$ cat config.mk
export PLATFORM = sky130hd
export DESIGN_NAME = usb_tcu_flat
export DESIGN_NICKNAME = d
export VERILOG_FILES = /design/src/rtl/usb_pkg.sv /design/src/rtl/usb_tcu_if.sv /design/src/rtl/usb_crc_gen.sv /design/src/rtl/usb_tcu.sv /design/src/flat_wrapper.sv
export SDC_FILE = /design/constraint.sdc
export NUM_CORES = 1
export LEC_CHECK = 0
export ABC_CLOCK_PERIOD_IN_PS = 8340
export CORE_MARGIN = 2
export CORE_UTILIZATION = 45
export DETAILED_ROUTE_END_ITERATION = 8
export PLACE_DENSITY_LB_ADDON = 0.15
export SLEW_MARGIN = 5
export SYNTH_ARGS = -nofsm -noshare
export SYNTH_HDL_FRONTEND = slang
export SYNTH_SLANG_ARGS = --single-unit
$ cat constraint.sdc
create_clock -name clk -period 8.34 [get_ports clk]
set_input_delay 0.834 -clock clk [delete_from_list [all_inputs] [get_ports clk]]
set_output_delay 0.834 -clock clk [all_outputs]
set_load 0.1 [all_outputs]
$ cat src/rtl/usb_pkg.sv
// Shared types and constants for the USB full-speed transmit control unit.
// Holds FSM state encoding, PID values, line symbols and CRC parameters.
package usb_pkg;

  typedef enum logic [3:0] {
    S_IDLE,
    S_SYNC,
    S_PID,
    S_TOKEN,
    S_CRC5,
    S_DATA,
    S_CRC16,
    S_EOP_SE0,
    S_EOP_J,
    S_DONE
  } tcu_state_t;

  typedef enum logic [1:0] {
    PKT_HANDSHAKE,
    PKT_TOKEN,
    PKT_DATA
  } pkt_kind_t;

  localparam logic [7:0] SYNC_BYTE = 8'h80;

  localparam logic [3:0] PID_OUT   = 4'b0001;
  localparam logic [3:0] PID_IN    = 4'b1001;
  localparam logic [3:0] PID_SETUP = 4'b1101;
  localparam logic [3:0] PID_DATA0 = 4'b0011;
  localparam logic [3:0] PID_DATA1 = 4'b1011;
  localparam logic [3:0] PID_ACK   = 4'b0010;
  localparam logic [3:0] PID_NAK   = 4'b1010;
  localparam logic [3:0] PID_STALL = 4'b1110;

  // Line symbols as {dp, dm}
  localparam logic [1:0] LINE_J   = 2'b10;
  localparam logic [1:0] LINE_K   = 2'b01;
  localparam logic [1:0] LINE_SE0 = 2'b00;

  localparam logic [4:0]  CRC5_POLY  = 5'h05;
  localparam logic [4:0]  CRC5_INIT  = 5'h1F;
  localparam logic [15:0] CRC16_POLY = 16'h8005;
  localparam logic [15:0] CRC16_INIT = 16'hFFFF;

  function automatic pkt_kind_t pkt_kind(input logic [3:0] pid);
    case (pid[1:0])
      2'b01:   return PKT_TOKEN;
      2'b11:   return PKT_DATA;
      default: return PKT_HANDSHAKE;
    endcase
  endfunction

  function automatic logic [1:0] nrzi_toggle(input logic [1:0] line);
    return (line == LINE_J) ? LINE_K : LINE_J;
  endfunction

endpackage

$ cat src/rtl/usb_tcu_if.sv
// Request/status and bus-line bundle between host logic and the transmit control unit.
interface usb_tcu_if #(
  parameter int unsigned DATA_BITS = 64
) ();
  logic                 bit_strobe;
  logic                 tx_start;
  logic [3:0]           tx_pid;
  logic [10:0]          tx_token;
  logic [DATA_BITS-1:0] tx_data;
  logic                 dp;
  logic                 dm;
  logic                 tx_busy;
  logic                 tx_done;

  modport master (
    output bit_strobe, tx_start, tx_pid, tx_token, tx_data,
    input  dp, dm, tx_busy, tx_done
  );

  modport slave (
    input  bit_strobe, tx_start, tx_pid, tx_token, tx_data,
    output dp, dm, tx_busy, tx_done
  );
endinterface

$ cat src/rtl/usb_crc_gen.sv
// Serial CRC5/CRC16 engine fed one field bit per enable; exposes the complemented residue.
module usb_crc_gen
  import usb_pkg::*;
(
  input  logic        clk,
  input  logic        rst,
  input  logic        clear,
  input  logic        en,
  input  logic        crc16_sel,
  input  logic        din,
  output logic [15:0] crc_out
);

  logic [4:0]  crc5_q,  crc5_d;
  logic [15:0] crc16_q, crc16_d;
  logic        fb5, fb16;

  always_comb begin
    crc5_d  = crc5_q;
    crc16_d = crc16_q;
    fb5     = din ^ crc5_q[4];
    fb16    = din ^ crc16_q[15];
    if (clear) begin
      crc5_d  = CRC5_INIT;
      crc16_d = CRC16_INIT;
    end else if (en) begin
      if (crc16_sel) crc16_d = {crc16_q[14:0], 1'b0} ^ (fb16 ? CRC16_POLY : '0);
      else           crc5_d  = {crc5_q[3:0], 1'b0}   ^ (fb5  ? CRC5_POLY  : '0);
    end
  end

  always_ff @(posedge clk) begin
    if (rst) begin
      crc5_q  <= CRC5_INIT;
      crc16_q <= CRC16_INIT;
    end else begin
      crc5_q  <= crc5_d;
      crc16_q <= crc16_d;
    end
  end

  assign crc_out = crc16_sel ? ~crc16_q : {11'b0, ~crc5_q};

endmodule

$ cat src/rtl/usb_tcu.sv
// USB full-speed transmit control unit: serialises SYNC/PID/payload/CRC/EOP with
// bit stuffing and NRZI, one symbol per bit_strobe, onto registered dp/dm.
module usb_tcu
  import usb_pkg::*;
#(
  parameter int unsigned DATA_BITS = 64
) (
  input  logic      clk,
  input  logic      rst,
  usb_tcu_if.slave  bus
);

  localparam int unsigned CNT_W = ($clog2(DATA_BITS + 1) > 5) ? $clog2(DATA_BITS + 1) : 5;
  localparam int unsigned IDX_W = $clog2(DATA_BITS);
  typedef logic [CNT_W-1:0] cnt_t;

  tcu_state_t           state_q, state_d;
  cnt_t                 bit_cnt_q, bit_cnt_d;
  logic [2:0]           ones_cnt_q, ones_cnt_d;
  logic [1:0]           line_q, line_d;
  logic                 busy_q, busy_d;
  logic                 done_q, done_d;
  logic [3:0]           pid_q, pid_d;
  logic [10:0]          token_q, token_d;
  logic [DATA_BITS-1:0] data_q, data_d;

  logic        field_bit, field_last, stuff;
  tcu_state_t  next_field;
  pkt_kind_t   kind;
  logic [7:0]  pid_byte;
  logic        crc_clear, crc_en, crc_sel;
  logic [15:0] crc_out;

  assign kind     = pkt_kind(pid_q);
  assign pid_byte = {~pid_q, pid_q};
  assign crc_sel  = (kind == PKT_DATA);
  assign stuff    = (ones_cnt_q == 3'd6);

  // Current field bit, whether it is the field's last, and the field that follows
  always_comb begin
    field_bit  = 1'b0;
    field_last = 1'b0;
    next_field = S_EOP_SE0;
    case (state_q)
      S_SYNC: begin
        field_bit  = SYNC_BYTE[bit_cnt_q[2:0]];
        field_last = (bit_cnt_q == cnt_t'(7));
        next_field = S_PID;
      end
      S_PID: begin
        field_bit  = pid_byte[bit_cnt_q[2:0]];
        field_last = (bit_cnt_q == cnt_t'(7));
        next_field = (kind == PKT_TOKEN) ? S_TOKEN :
                     (kind == PKT_DATA)  ? S_DATA  : S_EOP_SE0;
      end
      S_TOKEN: begin
        field_bit  = token_q[bit_cnt_q[3:0]];
        field_last = (bit_cnt_q == cnt_t'(10));
        next_field = S_CRC5;
      end
      S_CRC5: begin
        field_bit  = crc_out[4'd4 - bit_cnt_q[3:0]];
        field_last = (bit_cnt_q == cnt_t'(4));
      end
      S_DATA: begin
        field_bit  = data_q[bit_cnt_q[IDX_W-1:0]];
        field_last = (bit_cnt_q == cnt_t'(DATA_BITS - 1));
        next_field = S_CRC16;
      end
      S_CRC16: begin
        field_bit  = crc_out[4'd15 - bit_cnt_q[3:0]];
        field_last = (bit_cnt_q == cnt_t'(15));
      end
      default: ;
    endcase
  end

  always_comb begin
    state_d    = state_q;
    bit_cnt_d  = bit_cnt_q;
    ones_cnt_d = ones_cnt_q;
    line_d     = line_q;
    busy_d     = busy_q;
    done_d     = 1'b0;
    pid_d      = pid_q;
    token_d    = token_q;
    data_d     = data_q;
    crc_clear  = 1'b0;
    crc_en     = 1'b0;
    case (state_q)
      S_IDLE: begin
        // The cycle showing tx_done is not yet ready for a new request
        if (bus.tx_start && !done_q) begin
          pid_d      = bus.tx_pid;
          token_d    = bus.tx_token;
          data_d     = bus.tx_data;
          state_d    = S_SYNC;
          busy_d     = 1'b1;
          bit_cnt_d  = '0;
          ones_cnt_d = '0;
          line_d     = LINE_J;
          crc_clear  = 1'b1;
        end
      end
      S_EOP_SE0: begin
        if (bus.bit_strobe) begin
          if (stuff) begin
            line_d     = nrzi_toggle(line_q);
            ones_cnt_d = '0;
          end else begin
            line_d = LINE_SE0;
            if (bit_cnt_q == cnt_t'(1)) begin
              state_d   = S_EOP_J;
              bit_cnt_d = '0;
            end else begin
              bit_cnt_d = bit_cnt_q + cnt_t'(1);
            end
          end
        end
      end
      S_EOP_J: begin
        if (bus.bit_strobe) begin
          line_d  = LINE_J;
          state_d = S_DONE;
        end
      end
      S_DONE: begin
        if (bus.bit_strobe) begin
          state_d = S_IDLE;
          busy_d  = 1'b0;
          done_d  = 1'b1;
        end
      end
      default: begin
        // Field states: a stuffed 0 preempts the field bit and leaves the counter alone
        if (bus.bit_strobe) begin
          if (stuff) begin
            line_d     = nrzi_toggle(line_q);
            ones_cnt_d = '0;
          end else begin
            line_d     = field_bit ? line_q : nrzi_toggle(line_q);
            ones_cnt_d = field_bit ? (ones_cnt_q + 3'd1) : 3'd0;
            crc_en     = (state_q == S_TOKEN) || (state_q == S_DATA);
            if (field_last) begin
              state_d   = next_field;
              bit_cnt_d = '0;
            end else begin
              bit_cnt_d = bit_cnt_q + cnt_t'(1);
            end
          end
        end
      end
    endcase
  end

  always_ff @(posedge clk) begin
    if (rst) begin
      state_q    <= S_IDLE;
      bit_cnt_q  <= '0;
      ones_cnt_q <= '0;
      line_q     <= LINE_J;
      busy_q     <= 1'b0;
      done_q     <= 1'b0;
      pid_q      <= '0;
      token_q    <= '0;
      data_q     <= '0;
    end else begin
      state_q    <= state_d;
      bit_cnt_q  <= bit_cnt_d;
      ones_cnt_q <= ones_cnt_d;
      line_q     <= line_d;
      busy_q     <= busy_d;
      done_q     <= done_d;
      pid_q      <= pid_d;
      token_q    <= token_d;
      data_q     <= data_d;
    end
  end

  usb_crc_gen u_crc (
    .clk       (clk),
    .rst       (rst),
    .clear     (crc_clear),
    .en        (crc_en),
    .crc16_sel (crc_sel),
    .din       (field_bit),
    .crc_out   (crc_out)
  );

  assign bus.dp      = line_q[1];
  assign bus.dm      = line_q[0];
  assign bus.tx_busy = busy_q;
  assign bus.tx_done = done_q;

endmodule
$ cat src/flat_wrapper.sv
// flat-port wrapper written by rule: the top's interface ports become plain ports
module usb_tcu_flat import usb_pkg::*;
#(
  parameter int unsigned DATA_BITS = 64
)
  (clk, rst, bus_bit_strobe, bus_tx_start, bus_tx_pid, bus_tx_token, bus_tx_data, bus_dp, bus_dm, bus_tx_busy, bus_tx_done);
  usb_tcu_if #(.DATA_BITS(DATA_BITS)) bus_i ();
  input  logic clk;
  input  logic rst;
  input wire logic [$bits(bus_i.bit_strobe)-1:0] bus_bit_strobe;
  input wire logic [$bits(bus_i.tx_start)-1:0] bus_tx_start;
  input wire logic [$bits(bus_i.tx_pid)-1:0] bus_tx_pid;
  input wire logic [$bits(bus_i.tx_token)-1:0] bus_tx_token;
  input wire logic [$bits(bus_i.tx_data)-1:0] bus_tx_data;
  output wire logic [$bits(bus_i.dp)-1:0] bus_dp;
  output wire logic [$bits(bus_i.dm)-1:0] bus_dm;
  output wire logic [$bits(bus_i.tx_busy)-1:0] bus_tx_busy;
  output wire logic [$bits(bus_i.tx_done)-1:0] bus_tx_done;
  assign bus_i.bit_strobe = bus_bit_strobe;
  assign bus_i.tx_start = bus_tx_start;
  assign bus_i.tx_pid = bus_tx_pid;
  assign bus_i.tx_token = bus_tx_token;
  assign bus_i.tx_data = bus_tx_data;
  assign bus_dp = bus_i.dp;
  assign bus_dm = bus_i.dm;
  assign bus_tx_busy = bus_i.tx_busy;
  assign bus_tx_done = bus_i.tx_done;
  usb_tcu #(.DATA_BITS(DATA_BITS)) u_core (.clk(clk), .rst(rst), .bus(bus_i));
endmodule
Word-level counts from Yosys, hierarchy flattened. Memories as Yosys holds them, arrays and structs flattened. A register that Yosys moved wholly into a read port is not among the register bits. Index checks and enable logic that the tools add are counted.

Memories kept: 1. Input port bits: 83. Register bits: 118. ROM bits: 8. Output and inout bits: 4. Word-level logic and storage cells: 147.

Memory list: (name not given) (words 8, width 1, read ports 1, clocked after Yosys merged registers in 1, write ports 0, RTL line usb_tcu.sv:46) `field_bit = SYNC_BYTE[bit_cnt_q[2:0]];`.

Add/sub/neg operators: 4. Multiplexer cells: 65. Order comparisons: 5. Reductions and logical operators: 20. Eq/ne operators: 31. Bitwise operators: 10.

Operators with widths (count): $mux 7 (7); $mux 4 (10); $mux 16 (2); $pmux 4 s4 (2); $mux 3 (9); $pmux 7 s3 (1); $mux 2 (9); $eq 4x3->1 const B (4); $not 16->16 (1); $xor 16x16->16 (1); $lt 4x5->1 const B (3); $eq 7x3->1 const B (2); $eq 7x4->1 const B (2); $mux 1 (14); $bmux 1 s4 (3); $reduce_and 6->1 (2); $ne 2x2->1 const B (5); $pmux 3 s3 (1); $reduce_and 9->1 (1); $eq 4x2->1 const B (2); $eq 4x4->1 const B (2); $pmux 2 s4 (1); $reduce_or 2->1 (4); $add 7x1->7 const B (1); other kinds (35) (46).

Logic depth before layout (Yosys ltp).
Depth after elaboration: 11. Depth in mapped cells: 13.

Modules after synthesis. From an unflattened synthesis, not the netlist that was laid out.

Cells, all modules: 715. Area total of the unflattened synthesis: 6017.0 µm².

By module, submodules not included: usb_tcu (times used 1, cells an instance 605, area an instance 5068.6 µm²); usb_crc_gen (times used 1, cells an instance 110, area an instance 948.4 µm²).

Worst setup path before layout. Ideal clock, no wire load.

Path type: reg-to-reg. Start point: reg u_core.bit_cnt_q[1]. End point: reg u_core.ones_cnt_q[1]. Arrival time: 3.022 ns. Cell stages (with the launch flop): 13. Required time: 8.269 ns. Setup slack: 5.247 ns. Setup time: 0.071 ns. Clock period less this slack: 3.093 ns. Cell sequence: dfxtp_1 buf_6 buf_4 inv_1 ha_1 buf_2 mux4_2 and2_1 a2111oi_2 or4_4 nor2_4 or4_1 a21oi_1.

Cells in the longest elaborated chain, start to end: 8. Elaborated cells between the ends (all ways): 17. Classes of those cells: 2 x add/sub; 15 x mux.

RTL lines: start: declaration (RTL line usb_tcu.sv:18) `cnt_t bit_cnt_q, bit_cnt_d;`; start signal: assignment (RTL line usb_tcu.sv:169) `bit_cnt_q <= bit_cnt_d;`; $sub 4x4->4 or $sub 3x4->4 (tied branches) (RTL line usb_tcu.sv:71, usb_tcu.sv:62); $bmux 1 s4, on equally long branches (RTL line usb_tcu.sv:71, usb_tcu.sv:62); $mux 1, on equally long branches (RTL line usb_tcu.sv:71, usb_tcu.sv:62); $pmux 1 s6 * (RTL line usb_tcu.sv:44) `case (state_q)`; $mux 3 * (RTL line usb_tcu.sv:142) `ones_cnt_d = field_bit ? (ones_cnt_q + 3'd1) : 3'd0;`; $mux 3 * (RTL line usb_tcu.sv:137) `if (stuff) begin`; $mux 3 * (RTL line usb_tcu.sv:136) `if (bus.bit_strobe) begin`; $pmux 3 s3 * (RTL line usb_tcu.sv:90) `case (state_q)`; end signal: assignment (RTL line usb_tcu.sv:170) `ones_cnt_q <= ones_cnt_d;`; end: declaration (RTL line usb_tcu.sv:19) `logic [2:0] ones_cnt_q, ones_cnt_d;`.

Mark *: on every way between the ends. The rest lies on a longest branch, timed or not. The select of a mux whose other input is x is not followed. A chain may end at the register's enable or synchronous reset.

Final worst setup path.
Start point: reg u_core.state_q[0]. End point: reg u_core.u_crc.crc16_q[2].

Cells in the longest elaborated chain, start to end: 6. Elaborated cells between the ends (all ways): 22. Classes of those cells: 9 x eq/ne; 6 x mux; 2 x bitwise; 5 x reduce/logical.

RTL lines: start: declaration (RTL line usb_tcu.sv:17) `tcu_state_t state_q, state_d;`; start signal: assignment (RTL line usb_tcu.sv:168) `state_q <= state_d;`; parallel branches: the longest is 6 deep, another holds $mux 16; end signal: assignment (RTL line usb_crc_gen.sv:38) `crc16_q <= crc16_d;`; end: declaration (RTL line usb_crc_gen.sv:15) `logic [15:0] crc16_q, crc16_d;`.

Several ways; the timed one is not identified.

==> results.cfg <==
[cts]
cts_made_buffers = 17
cts.reportedPaths.clkPinSlew_ps = 50
cts_tree = built
post_cts_resized = 0
cts-htree-levels = 4
cts_root_buf = clkbuf_16
post_cts_buffers = 0
insertion_delay_ps = 430
ctsHoldBuffers = 0
clockBufferDepth = 2
cts_sinks = 119

[worst_setup_path]
cp_data_required_time_ps = 8690
arrival_ps = 3690
critPathBufInv = 1
cp-start-kind = flip-flop
cp_max_fo = 82
cpPeakStageDelay_ps = 680
critPathLaunch = u_core.state_q[0]
r2r_slack_ps = 5010
r2r_start = u_core.state_q[0]
crit_type = reg -> reg
r2r_cells = 7
r2r-end = u_core.u_crc.crc16_q[2]
cp_slowest_cell = or4_4
cp_top_family = simple AND/OR/NAND/NOR gates
crit_cells = 7
crit_end = u_core.u_crc.crc16_q[2]
path_cells = or4_4 > nor3b_2 > buf_4 > nor2_1 > and3_1 > o211a_1 > nor3_2
cp-end-kind = flip-flop

[synth]
yosysMostFrequentCell = nand2_1
ys_ff_latch = 119
synthesis.area_um2 = 6110
synth_fp_nets = 835
synthArstFlopShare_pct = 0
synth_largest_area_cell = dfxtp_1
syn_inst = 747
synth.distinct_cells = 76
avgSynthCellArea_um2 = 8.18
synthFlopType = dfxtp_1
yosysSeqAreaShare_pct = 39.0
yosys_warnings = 0
synth_commonest_cells = 214 x nand2_1, 119 x dfxtp_1, 95 x a21oi_1, 36 x clkbuf_1, 25 x nor2_1
synth.area.top_cells = dfxtp_1 39%, nand2_1 13%, a21oi_1 7.8%
netlist.area_leader.share_pct = 39.0
synth_edf_count = 0

[finish]
post-route-util_pct = 56.7
antenna_cells = 0
design_area_um2 = 7500
syn_to_final_growth_pct = 22.8
finalNonFillerCells = 987
final_nets = 887
drive_above_1_share_pct = 9.49

[power_and_ir_drop]
combPwrFrac_pct = 27.9
power.density_nw_per_um2 = 264
p_int_mw = 1.31
p_leak_nw = 2.69
p_sw_share_pct = 33.8
p_sw_uw = 671
pwr-share-seq_pct = 36.2
p_clk_share_pct = 35.9
ir_drop_mv = 0.158
fin_total_pwr_mw = 1.98

[route]
avgViaCountPerCell = 5.54
drc = 0
drt-pass1-iter-count = 5
dr.first_iter.drc_count = 412
wl_um = 15100
wire_per_inst_um = 15.3
dr_total_vias = 5471
detail-route-antenna-nets = 0

[floorplan]
core_um2 = 13200
rows = 42
boundaryPins = 87
die_h_um = 121
initial_core_util_pct = 46.2
dieArea_um2 = 14500
die_w_um = 121

[timing]
rsz0062_at_grt = false
fin_skew_ps = 5.66
period_needed_ps = 3330
setup_viol = 0
slew_headroom_pct = 24.4
holdWs_ps = 451
final.period_utilization_pct = 40.0
finalHoldViolCount = 0
setup_slack_ps = 5010
worst_pin_slew_ps = 1130
timing.fmax_ghz = 0.300
finalSetupTns_ps = 0
final_max_slew_viol_count = 0

[placed_design]
gp_congestion = 0.874
dp_cells = 956
place_area_um2 = 6920
pre_cts_slack_ps = 4900
dp_hpwl_um = 9970
io_buffer_count = 86

[worst_hold_path]
holdCritPathClass = reg -> reg

[global_route]
grt_pass1_wl_um = 25500
grt_max_degree = 103
overflow = 0
antenna_found_initial = 0
grt_usage_pct = 22.1
grt_pass1_vias = 5325

[job]
maxCapViolations = 0

[status]
run_status = completed
## area by class of cell
cell class / instances / area (um^2)
Fill cell: 1226 / 5740
Multi-Input combinational cell: 564 / 3400
Sequential cell: 119 / 2380
Timing Repair Buffer: 91 / 896
Clock buffer: 19 / 453
Tap cell: 176 / 220
Clock inverter: 12 / 128
Inverter: 6 / 22.5
## cell families (layout without fill, tap and decap cells)
family | Yosys count | after routing | synth area share, %
simple gates | 349 | 349 | 27.3
buf+inv | 64 | 128 | 5.57
mux | 42 | 42 | 10.1
fa+ha+maj | 6 | 6 | 1.19
flops | 119 | 119 | 39.0
xor+xnor | 11 | 11 | 1.58
compound gates | 156 | 156 | 15.3
## registers in the layout (all words and copies together) (netlist names), named ones only
signal and flops:
u_core.pid_q 4, u_core.bus.tx_busy 1, u_core.u_crc.crc16_q 16, u_core.data_q 64, u_core.line_q 2, u_core.ones_cnt_q 3, u_core.token_q 11, u_core.u_crc.crc5_q 5
u_core.state_q 4, u_core.bus.tx_done 1, u_core.bit_cnt_q 7
## layout by cell type, fill, tap and decap left out, types with 9 or more instances in the layout
master,synthesis,routed
nand2b_1,9,9
clkdlybuf4s50_1,0,85
clkbuf_16,0,17
nor2_1,25,25
dfxtp_1,119,118
nor3_1,15,15
mux2i_1,19,19
a21oi_1,95,95
nand3_1,22,22
nand2_1,214,214
mux4_2,15,15
## power groups by stage
stage / combinational [mW] / sequential (mW) / clock (mW)
2_1_floorplan: 0.421 / 0.735 / 0
3_3_place_gp: 0.543 / 0.724 / 0
3_5_place_dp: 0.556 / 0.728 / 0
4_1_cts: 0.558 / 0.717 / 0.725
5_1_grt: 0.617 / 0.729 / 0.751
6_report: 0.555 / 0.718 / 0.712
## worst min-delay path by stage
stage | start | cells past startpoint | slack (ps) | to
3_3_place_gp | u_core.data_q[52] | 2 | 440 | u_core.data_q[52]
3_5_place_dp | u_core.data_q[36] | 2 | 450 | u_core.data_q[36]
5_1_grt | u_core.data_q[26] | 2 | 470 | u_core.data_q[26]
2_1_floorplan | u_core.data_q[36] | 2 | 430 | u_core.data_q[36]
4_1_cts | u_core.data_q[63] | 2 | 450 | u_core.data_q[63]
6_report | u_core.data_q[20] | 2 | 450 | u_core.data_q[20]
## worst min-delay path, cell delays in order, from the launching register on
cell and delay [ps]:
dfxtp_1 300, nand2_1 50, a21oi_1 50
## layer usage
metal	vias up	wire (um)	GRT usage, %
met5	-	0	0
met4	0	299	8.87
met3	23	724	5.71
met2	143	7240	35.8
met1	2577	6820	28.2
li1	2728	-	-
Power figures use the tool's default switching activity.
